## src/rtl/bwd_recursion.sv

```systemverilog
// Max-log-MAP backward (beta) recursion over the 8-state constituent trellis.
// Walks k = N-1 .. 0, fetching LLRs per step and writing normalised beta vectors.
module bwd_recursion #(
  parameter int unsigned W   = 16,
  parameter int unsigned LW  = 8,
  parameter int          NEG = -4096
) (
  input  logic                 clk,
  input  logic                 rst,
  input  logic                 start,
  input  logic [7:0]           count_main,
  output logic [7:0]           gm_addr,
  output logic                 gm_rd,
  input  logic signed [LW-1:0] lsys,
  input  logic signed [LW-1:0] lpar,
  output logic signed [W-1:0]  b0,
  output logic signed [W-1:0]  b1,
  output logic signed [W-1:0]  b2,
  output logic signed [W-1:0]  b3,
  output logic signed [W-1:0]  b4,
  output logic signed [W-1:0]  b5,
  output logic signed [W-1:0]  b6,
  output logic signed [W-1:0]  b7,
  output logic [7:0]           beta_addr,
  output logic                 w_r,
  output logic                 done_bwd
);

  localparam int unsigned NS = 8;
  localparam int unsigned AW = 8;
  localparam logic signed [W:0]   SUM_MAX  = (W+1)'((1 << (W-1)) - 1);
  localparam logic signed [W:0]   SUM_MIN  = -SUM_MAX;
  localparam logic signed [W-1:0] NEG_INIT = W'(NEG);

  typedef enum logic [2:0] {IDLE, RD, WT, CALC, DONE} state_t;

  state_t state, state_nxt;

  logic [AW-1:0] k, k_nxt;
  logic [AW-1:0] gm_addr_nxt, beta_addr_nxt;
  logic          gm_rd_nxt, w_r_nxt, done_nxt;
  logic          load_init, upd;

  logic signed [W-1:0] beta_q [NS];
  logic signed [W-1:0] ls_e, lp_e;
  logic signed [W-1:0] gm [4];
  logic signed [W-1:0] cand0 [NS];
  logic signed [W-1:0] cand1 [NS];
  logic signed [W-1:0] best [NS];
  logic signed [W-1:0] norm [NS];

  function automatic logic signed [W-1:0] sat(input logic signed [W:0] x);
    if (x > SUM_MAX)      return SUM_MAX[W-1:0];
    else if (x < SUM_MIN) return SUM_MIN[W-1:0];
    else                  return x[W-1:0];
  endfunction

  function automatic logic signed [W-1:0] sat_add(input logic signed [W-1:0] x,
                                                  input logic signed [W-1:0] y);
    return sat({x[W-1], x} + {y[W-1], y});
  endfunction

  function automatic logic signed [W-1:0] sat_sub(input logic signed [W-1:0] x,
                                                  input logic signed [W-1:0] y);
    return sat({x[W-1], x} - {y[W-1], y});
  endfunction

  // Successor state for s = {D1,D2,D3} under input u: (a, D1, D2)
  function automatic logic [2:0] nxt_state(input logic [2:0] s, input logic u);
    logic a;
    a = u ^ s[1] ^ s[0];
    return {a, s[2], s[1]};
  endfunction

  function automatic logic par_bit(input logic [2:0] s, input logic u);
    logic a;
    a = u ^ s[1] ^ s[0];
    return a ^ s[2] ^ s[0];
  endfunction

  // State register
  always_ff @(posedge clk or negedge rst) begin
    if (!rst) state <= IDLE;
    else      state <= state_nxt;
  end

  // Next-state logic
  always_comb begin
    state_nxt = state;
    case (state)
      IDLE:    if (start) state_nxt = (count_main == '0) ? DONE : RD;
      RD:      state_nxt = WT;
      WT:      state_nxt = CALC;
      CALC:    state_nxt = (k == '0) ? DONE : RD;
      DONE:    state_nxt = IDLE;
      default: state_nxt = IDLE;
    endcase
  end

  // Next values of the step counter and registered control outputs
  always_comb begin
    k_nxt         = k;
    gm_addr_nxt   = gm_addr;
    beta_addr_nxt = beta_addr;
    load_init     = 1'b0;
    upd           = 1'b0;
    case (state)
      IDLE: if (start) begin
        k_nxt     = count_main - AW'(1);
        load_init = 1'b1;
      end
      CALC: if (k != '0) k_nxt = k - AW'(1);
      default: ;
    endcase
    gm_rd_nxt = (state_nxt == RD);
    w_r_nxt   = (state_nxt == CALC);
    done_nxt  = (state_nxt == DONE);
    if (gm_rd_nxt) gm_addr_nxt = k_nxt;
    if (w_r_nxt) begin
      beta_addr_nxt = k;
      upd           = 1'b1;
    end
  end

  // Branch metrics, add-compare-select and normalisation against state 0
  always_comb begin
    ls_e  = {{(W-LW){lsys[LW-1]}}, lsys};
    lp_e  = {{(W-LW){lpar[LW-1]}}, lpar};
    gm[0] = -ls_e - lp_e;
    gm[1] = -ls_e + lp_e;
    gm[2] =  ls_e - lp_e;
    gm[3] =  ls_e + lp_e;
    for (int s = 0; s < NS; s++) begin
      cand0[s] = sat_add(beta_q[nxt_state(3'(s), 1'b0)],
                         gm[{1'b0, par_bit(3'(s), 1'b0)}]);
      cand1[s] = sat_add(beta_q[nxt_state(3'(s), 1'b1)],
                         gm[{1'b1, par_bit(3'(s), 1'b1)}]);
      best[s]  = (cand1[s] > cand0[s]) ? cand1[s] : cand0[s];
    end
    for (int s = 0; s < NS; s++) begin
      norm[s] = sat_sub(best[s], best[0]);
    end
  end

  // Datapath and output registers
  always_ff @(posedge clk or negedge rst) begin
    if (!rst) begin
      k         <= '0;
      gm_addr   <= '0;
      gm_rd     <= 1'b0;
      beta_addr <= '0;
      w_r       <= 1'b0;
      done_bwd  <= 1'b0;
      beta_q[0] <= '0;
      for (int s = 1; s < NS; s++) beta_q[s] <= NEG_INIT;
      b0 <= '0; b1 <= '0; b2 <= '0; b3 <= '0;
      b4 <= '0; b5 <= '0; b6 <= '0; b7 <= '0;
    end else begin
      k         <= k_nxt;
      gm_addr   <= gm_addr_nxt;
      gm_rd     <= gm_rd_nxt;
      beta_addr <= beta_addr_nxt;
      w_r       <= w_r_nxt;
      done_bwd  <= done_nxt;
      if (load_init) begin
        beta_q[0] <= '0;
        for (int s = 1; s < NS; s++) beta_q[s] <= NEG_INIT;
      end else if (upd) begin
        for (int s = 0; s < NS; s++) beta_q[s] <= norm[s];
      end
      if (upd) begin
        b0 <= norm[0]; b1 <= norm[1]; b2 <= norm[2]; b3 <= norm[3];
        b4 <= norm[4]; b5 <= norm[5]; b6 <= norm[6]; b7 <= norm[7];
      end
    end
  end

endmodule

```

## config.mk

```make
export PLATFORM = sky130hd
export DESIGN_NAME = bwd_recursion
export DESIGN_NICKNAME = d
export VERILOG_FILES = /design/src/rtl/bwd_recursion.sv
export SDC_FILE = /design/constraint.sdc
export NUM_CORES = 2
export LEC_CHECK = 0
export BUFFER_PORTS_ARGS = -buffer_cell sky130_fd_sc_hd__buf_2
export CAP_MARGIN = 5
export CORE_UTILIZATION = 45
export CTS_CLUSTER_SIZE = 24
export DETAILED_ROUTE_END_ITERATION = 10
export PLACE_DENSITY_LB_ADDON = 0.08
export SLEW_MARGIN = 20
export SYNTH_ARGS = -nofsm -noshare
export SYNTH_HDL_FRONTEND = slang
export SYNTH_SLANG_ARGS = --single-unit
```

## constraint.sdc

```tcl
create_clock -name clk -period 16.5 [get_ports clk]
set_input_delay 0.825 -clock clk [delete_from_list [all_inputs] [get_ports clk]]
set_output_delay 0.825 -clock clk [all_outputs]
set_load 0.02 [all_outputs]
```

== Word level (Yosys, flattened, before mapping) ==
Cells that the tools add are included.

* Bits in registers: 286
* Bits of input ports: 27
* Output and inout bits: 147
* Logic and storage cells: 189

* Add/sub/neg operators: 31
* $lt $le $gt $ge: 56
* Equal/unequal tests: 6
* Mux-type cells: 68
* Reductions and logical operators: 5

{| class="wikitable"
|+ Operator list
! cell !! number
|-
| two-way mux 16 bit || 56
|-
| > comparator 17 x 16 -> 1 bit (second input constant) || 24
|-
| < comparator 17 x 16 -> 1 bit (second input constant) || 24
|-
| two-way mux 128 bit || 2
|-
| adder 16 x 16 -> 17 bit || 8
|-
| adder 16 x 9 -> 17 bit || 8
|-
| subtractor 16 x 16 -> 17 bit || 8
|-
| > comparator 16 bit || 8
|-
| adder 16 x 8 -> 16 bit || 1
|-
| zero test 8 bit || 2
|-
| two-way mux 8 bit || 2
|-
| negator 8 -> 16 bit || 1
|-
| one-hot mux 8 bit (2 select lines) || 1
|-
| subtractor 16 x 8 -> 16 bit || 1
|-
| subtractor 8 x 1 -> 8 bit (second input constant) || 2
|-
| one-hot mux 3 bit (4 select lines) || 1
|-
| adder 8 x 8 -> 9 bit || 1
|-
| == test 3 x 2 -> 1 bit (second input constant) || 3
|-
| two-way mux 3 bit || 3
|-
| subtractor 8 x 8 -> 9 bit || 1
|-
| nonzero test 8 bit || 1
|-
| == test 3 x 1 -> 1 bit (second input constant) || 2
|-
| == test 3 bit (second input constant) || 1
|-
| zero test 3 bit || 1
|-
| 2 further kinds || 4
|}

== Logic depth before layout (Yosys ltp) ==
* Word-level depth: 14
* Mapped depth: 57
* Depth with buffers taken out: 53

== Worst setup path after synthesis ==
Ideal clock, no wire load.

* Kind: input -> register
* Start: input port lsys[4]
* End: register b2[11]
* Arrival: 11.858 ns
* Required time: 16.406 ns
* Slack: 4.548 ns
* Cell stages on the path: 48
* Cell sequence: or3_1 -> nor3_1 -> nand2_1 -> ha_1 -> inv_1 -> ha_1 -> o21bai_1 -> a21oi_1 -> o21bai_1 -> a21oi_1 -> o21bai_1 -> a21oi_1 -> xor2_1 -> ha_1 -> a21o_1 -> a211o_1 -> or3_1 -> o211ai_1 -> [... 12 more ...] -> a31oi_1 -> clkbuf_1 -> clkbuf_1 -> nor2_1 -> a21oi_1 -> ha_1 -> a21o_1 -> a21oi_1 -> inv_1 -> a221o_1 -> a2111oi_2 -> nor3_1 -> a221o_1 -> xnor2_2 -> a2111oi_2 -> nor2_2 -> buf_2 -> a211oi_1

* Cells in the longest elaborated chain, start to end: 12
* Elaborated cells between the ends (all ways): 34

{| class="wikitable"
|+ Ends and longest elaborated chain
! item !! line !! text
|-
| start, declared || 14 || <nowiki>input logic signed [LW-1:0] lsys,</nowiki>
|-
| negator 8 -> 16 bit || 129, 130 ||
|-
| adder 16 x 8 -> 16 bit / subtractor 16 x 8 -> 16 bit (equally long branches) || 130, 129 ||
|-
| adder 16 x 16 -> 17 bit || 60 || <nowiki>return sat({x[W-1], x} + {y[W-1], y});</nowiki>
|-
| < comparator 17 x 16 -> 1 bit || 54 || <nowiki>else if (x < SUM_MIN) return SUM_MIN[W-1:0];</nowiki>
|-
| two-way mux 16 bit || 54 ||
|-
| two-way mux 16 bit || 53 || <nowiki>if (x > SUM_MAX) return SUM_MAX[W-1:0];</nowiki>
|-
| > comparator 16 bit || 138 || <nowiki>best[s] = (cand1[s] > cand0[s]) ? cand1[s] : cand0[s];</nowiki>
|-
| two-way mux 16 bit || 138 ||
|-
| subtractor 16 x 16 -> 17 bit (*) || 65 || <nowiki>return sat({x[W-1], x} - {y[W-1], y});</nowiki>
|-
| < comparator 17 x 16 -> 1 bit || 54 ||
|-
| two-way mux 16 bit || 54 ||
|-
| two-way mux 16 bit (*) || 53 ||
|-
| end signal, assigned || 172 || <nowiki>b0 <= norm[0]; b1 <= norm[1]; b2 <= norm[2]; b3 <= norm[3];</nowiki>
|-
| end, declared || 18 || <nowiki>output logic signed [W-1:0] b2,</nowiki>
|}

Mark *: on every way between the ends. The rest lies on a longest branch, timed or not.
A chain may end at the register's enable or synchronous reset.

== Final worst setup path ==
* Start: input port lsys[1]
* End: register beta_q[82] (netlist name)

* Cells in the longest elaborated chain, start to end: 14
* Elaborated cells between the ends (all ways): 36

{| class="wikitable"
|+ Ends and longest elaborated chain
! item !! line !! text
|-
| negator 8 -> 16 bit || 129, 130 ||
|-
| adder 16 x 8 -> 16 bit / subtractor 16 x 8 -> 16 bit (equally long branches) || 130, 129 ||
|-
| adder 16 x 16 -> 17 bit || 60 ||
|-
| < comparator 17 x 16 -> 1 bit || 54 ||
|-
| two-way mux 16 bit || 54 ||
|-
| two-way mux 16 bit || 53 ||
|-
| > comparator 16 bit || 138 ||
|-
| two-way mux 16 bit || 138 ||
|-
| subtractor 16 x 16 -> 17 bit (*) || 65 ||
|-
| < comparator 17 x 16 -> 1 bit || 54 ||
|-
| two-way mux 16 bit || 54 ||
|-
| two-way mux 16 bit (*) || 53 ||
|-
| two-way mux 128 bit (*) || 168 || <nowiki>end else if (upd) begin</nowiki>
|-
| two-way mux 128 bit (*) || 165 || <nowiki>if (load_init) begin</nowiki>
|-
| end, declared || 44 || <nowiki>logic signed [W-1:0] beta_q [NS];</nowiki>
|}

Mark *: on every way between the ends. The rest lies on a longest branch, timed or not. The select of a mux whose other input is x is not followed.

==> flow_summary_export.csv <==
group,metric,value,unit
final_layout,multi_input_area,30440,µm²
setup_path,r2r-end,"beta_q[82]$_DFFE_PN0P_",
route,viasPerCell,6.171,
synth,synth_xor_area_share,7.151,%
die,coreArea,84090,µm²
synth,synth_top_family_by_area,"compound AO/OA/AOI/OAI gates",
setup_path,cp_max_fo,12,
route,post-route-drc-count,0,
global_routing,grt_overflow,0,
die,num_rows,106,
sta,fmax,76.77,MHz
global_routing,grt_pass1_vias,35619,
synth,ys_types,116,
clocking,clk_pin_slew,0.06,ns
route,ant_nets,0,
clocking,cts_setup_buffers,0,
setup_path,critical_path_class,"in2reg",
clocking,cts.sinks,254,
placement,place.gp.congestion,0.9994,
synth,ys_seq_area_share,16.63,%
clocking,cts_max_level,2,
clocking,cts_root_buffer,"clkbuf_16",
route,drt_wl_total,151500,µm
route,first_pass_iters,6,
final_layout,register_area,6391,µm²
global_routing,grt_use_total,34.22,%
synth,synthArstFlopShare,100.0,%
synth,synth_fa_ha_area_share,19.38,%
synth,yosysWarnings,0,
setup_path,cpMostUsedCell,"a21oi_1",
synth,synth_area,38420,µm²
route,wire_per_inst,23.94,µm
die,die_h,294.2,µm
run_status,status,"finished, final reports clean",
placement,numPortBuffers,157,
run,drv_cap,0,
sta,min_period_over_period,78.94,%
synth,muxShareOfSynthArea,1.570,%
global_routing,grt_pass1_wl,224100,µm
synth,synth_compound_area_share,29.47,%
sta,clock_skew,0.04874,ns
sta,min_period,13.03,ns
sta,slew_headroom,25.10,%
setup_path,ff2ff_path_depth,36,
synth,ys.flop_type,"dfrtp_1",
synth,syn_area_per_cell,7.580,µm²
sta,holdWs,0.1964,ns
final_layout,layout-drive-gt1-share,8.555,%
route,drtIter0Drc,3323,
die,die_area,86550,µm²
placement,hpwlAfterDp,121500,µm
clocking,cts_hold_buf,0,
global_routing,grt_antenna_before_repair,9,
synth,synthSimpleGateAreaFrac,21.15,%
setup_path,end_kind,"flop",
setup_path,worstPathArrival,13.44,ns
final_layout,final_cell_mix,"510 x ha_1, 488 x a21oi_1, 482 x nand2_1, 466 x nor2_1, 340 x o21ai_0",
die,dieWidth,294.2,µm
setup_path,slowest_delay,0.64,ns
synth,synth_cells,5069,
synth,synth_edf_count,0,
setup_path,crit_path_top_delay_cell,"nor3_2",
worst_hold_path,hold_class,"in2async",
sta,slew_viol_final,0,
setup_path,start_kind,"primary input",
sta,fin_tns_setup,0,ns
setup_path,required,16.91,ns
sta,setup_violations,0,
clocking,clock_latency,0.60,ns
clocking,clk_path_buf_depth,3,
sta,rsz0062_at_grt,"false",
die,num_io_pins,174,
synth,ys_seq_elements,254,
route,via_count,39057,
clocking,cts_tree,"done",
sta,tightest_slew,1.121,ns
clocking,cts-resized-gates,0,
final_layout,nets,5725,
sta,hold_viol_final,0,
final_layout,mostFrequentLayoutCell,"ha_1",
final_layout,area_growth,8.702,%
clocking,cts_buffers,35,
final_layout,fillers,8497,
global_routing,grt_start_max_net_pins,77,
setup_path,reg2reg_slack,6.00,ns
die,start_util,45.69,%
setup_path,r2r_start,"beta_q[48]$_DFFE_PN0P_",
[logic make-up after synthesis]
group,count (synthesis)
AO/OA/AOI/OAI,1729
XOR/XNOR,312
adder cells (fa/ha/maj),591
buffers and inverters,442
flip-flops,254
multiplexers,58
other,1
AND/OR/NAND/NOR,1682
[worst max-delay path, delay by kind of cell]
family,cells,cell delay (ns)
compound gates,29,6.56
xor+xnor,2,0.34
fa+ha+maj,5,1.69
buf+inv,5,0.79
simple gates,9,3.19
[flip-flops by register name, indices dropped and copies added, names as in the netlist]
| signal | cells |
|---|---|
| b1 | 16 |
| b2 | 16 |
| b3 | 16 |
| b4 | 16 |
| b5 | 16 |
| b6 | 16 |
| b7 | 16 |
| beta_addr | 8 |
| beta_q | 112 |
| done_bwd | 1 |
| gm_addr | 8 |
| gm_rd | 1 |
| k | 8 |
| state | 3 |
| w_r | 1 |
[stage by stage]
| stage | setup slack, ns | util (%) | std cells | instance area (µm²) |
|---|---|---|---|---|
| floorplan | 4.548 | - | 5086 | 38480 |
| global placement | 3.440 | 48.21 | 6260 | 40540 |
| detailed placement | 3.146 | 48.21 | 6260 | 40540 |
| CTS | 3.739 | 49.65 | 6324 | 41750 |
| global route | 2.675 | 49.65 | 6324 | 41750 |
| finish | 3.474 | 49.67 | 6329 | 41760 |
[worst max-delay path by stage]
stage,startpoint,endpoint,cells after the start
2_1_floorplan,lsys[4],b2[11]$_DFFE_PN0P_,48
3_3_place_gp,lsys[1],beta_q[82]$_DFFE_PN0P_,50
3_5_place_dp,lsys[1],beta_q[82]$_DFFE_PN0P_,51
4_1_cts,lsys[1],beta_q[82]$_DFFE_PN0P_,50
5_1_grt,lsys[1],beta_q[82]$_DFFE_PN0P_,50
6_report,lsys[1],beta_q[82]$_DFFE_PN0P_,50
[routing by layer]
layer	GRT usage, %	share of wire [%]	up-vias
met1	44.69	43	18428
li1	-	-	18931
met3	5.106	7.1	300
met5	0	0.019	-
met4	17.40	5.5	4
met2	54.62	44	1394
[synthesized netlist by cell type, drive strengths merged, types with 29 or more instances]
cell,instances,area (µm²)
a211oi,88,680.7
a21o,162,1216
a21oi,493,2482
a31oi,61,381.6
and2,38,237.7
and3,39,244.0
buf,45,291.5
clkbuf,145,545.5
dfrtp,226,5655
ha,510,6381
inv,251,942.2
maj3,56,563.0
mux2i,40,400.4
nand2,484,1819
nand2b,66,412.9
nand3,97,485.5
nand3b,29,217.7
nand4,62,387.9
nor2,469,1765
nor2b,85,531.8
nor3,127,640.6
nor4,31,193.9
o211ai,50,375.4
o21a,91,683.2
o21ai,365,1842
o21bai,40,300.3
o31ai,54,415.4
or2,30,187.7
or3,32,205.2
xnor2,186,1644
xor2,126,1104
[layout make-up]
type	count	share of cell area (%)
Timing Repair Buffer	230	3.218
Tap cell	1134	3.397
Multi-Input combinational cell	4390	72.88
Inverter	252	2.277
Antenna cell	5	0.02996
Sequential cell	254	15.30
Clock buffer	45	2.331
Clock inverter	19	0.5692
Power is not shown: default switching activity piles up to over one toggle a cycle in this logic, so the estimate is an artifact.
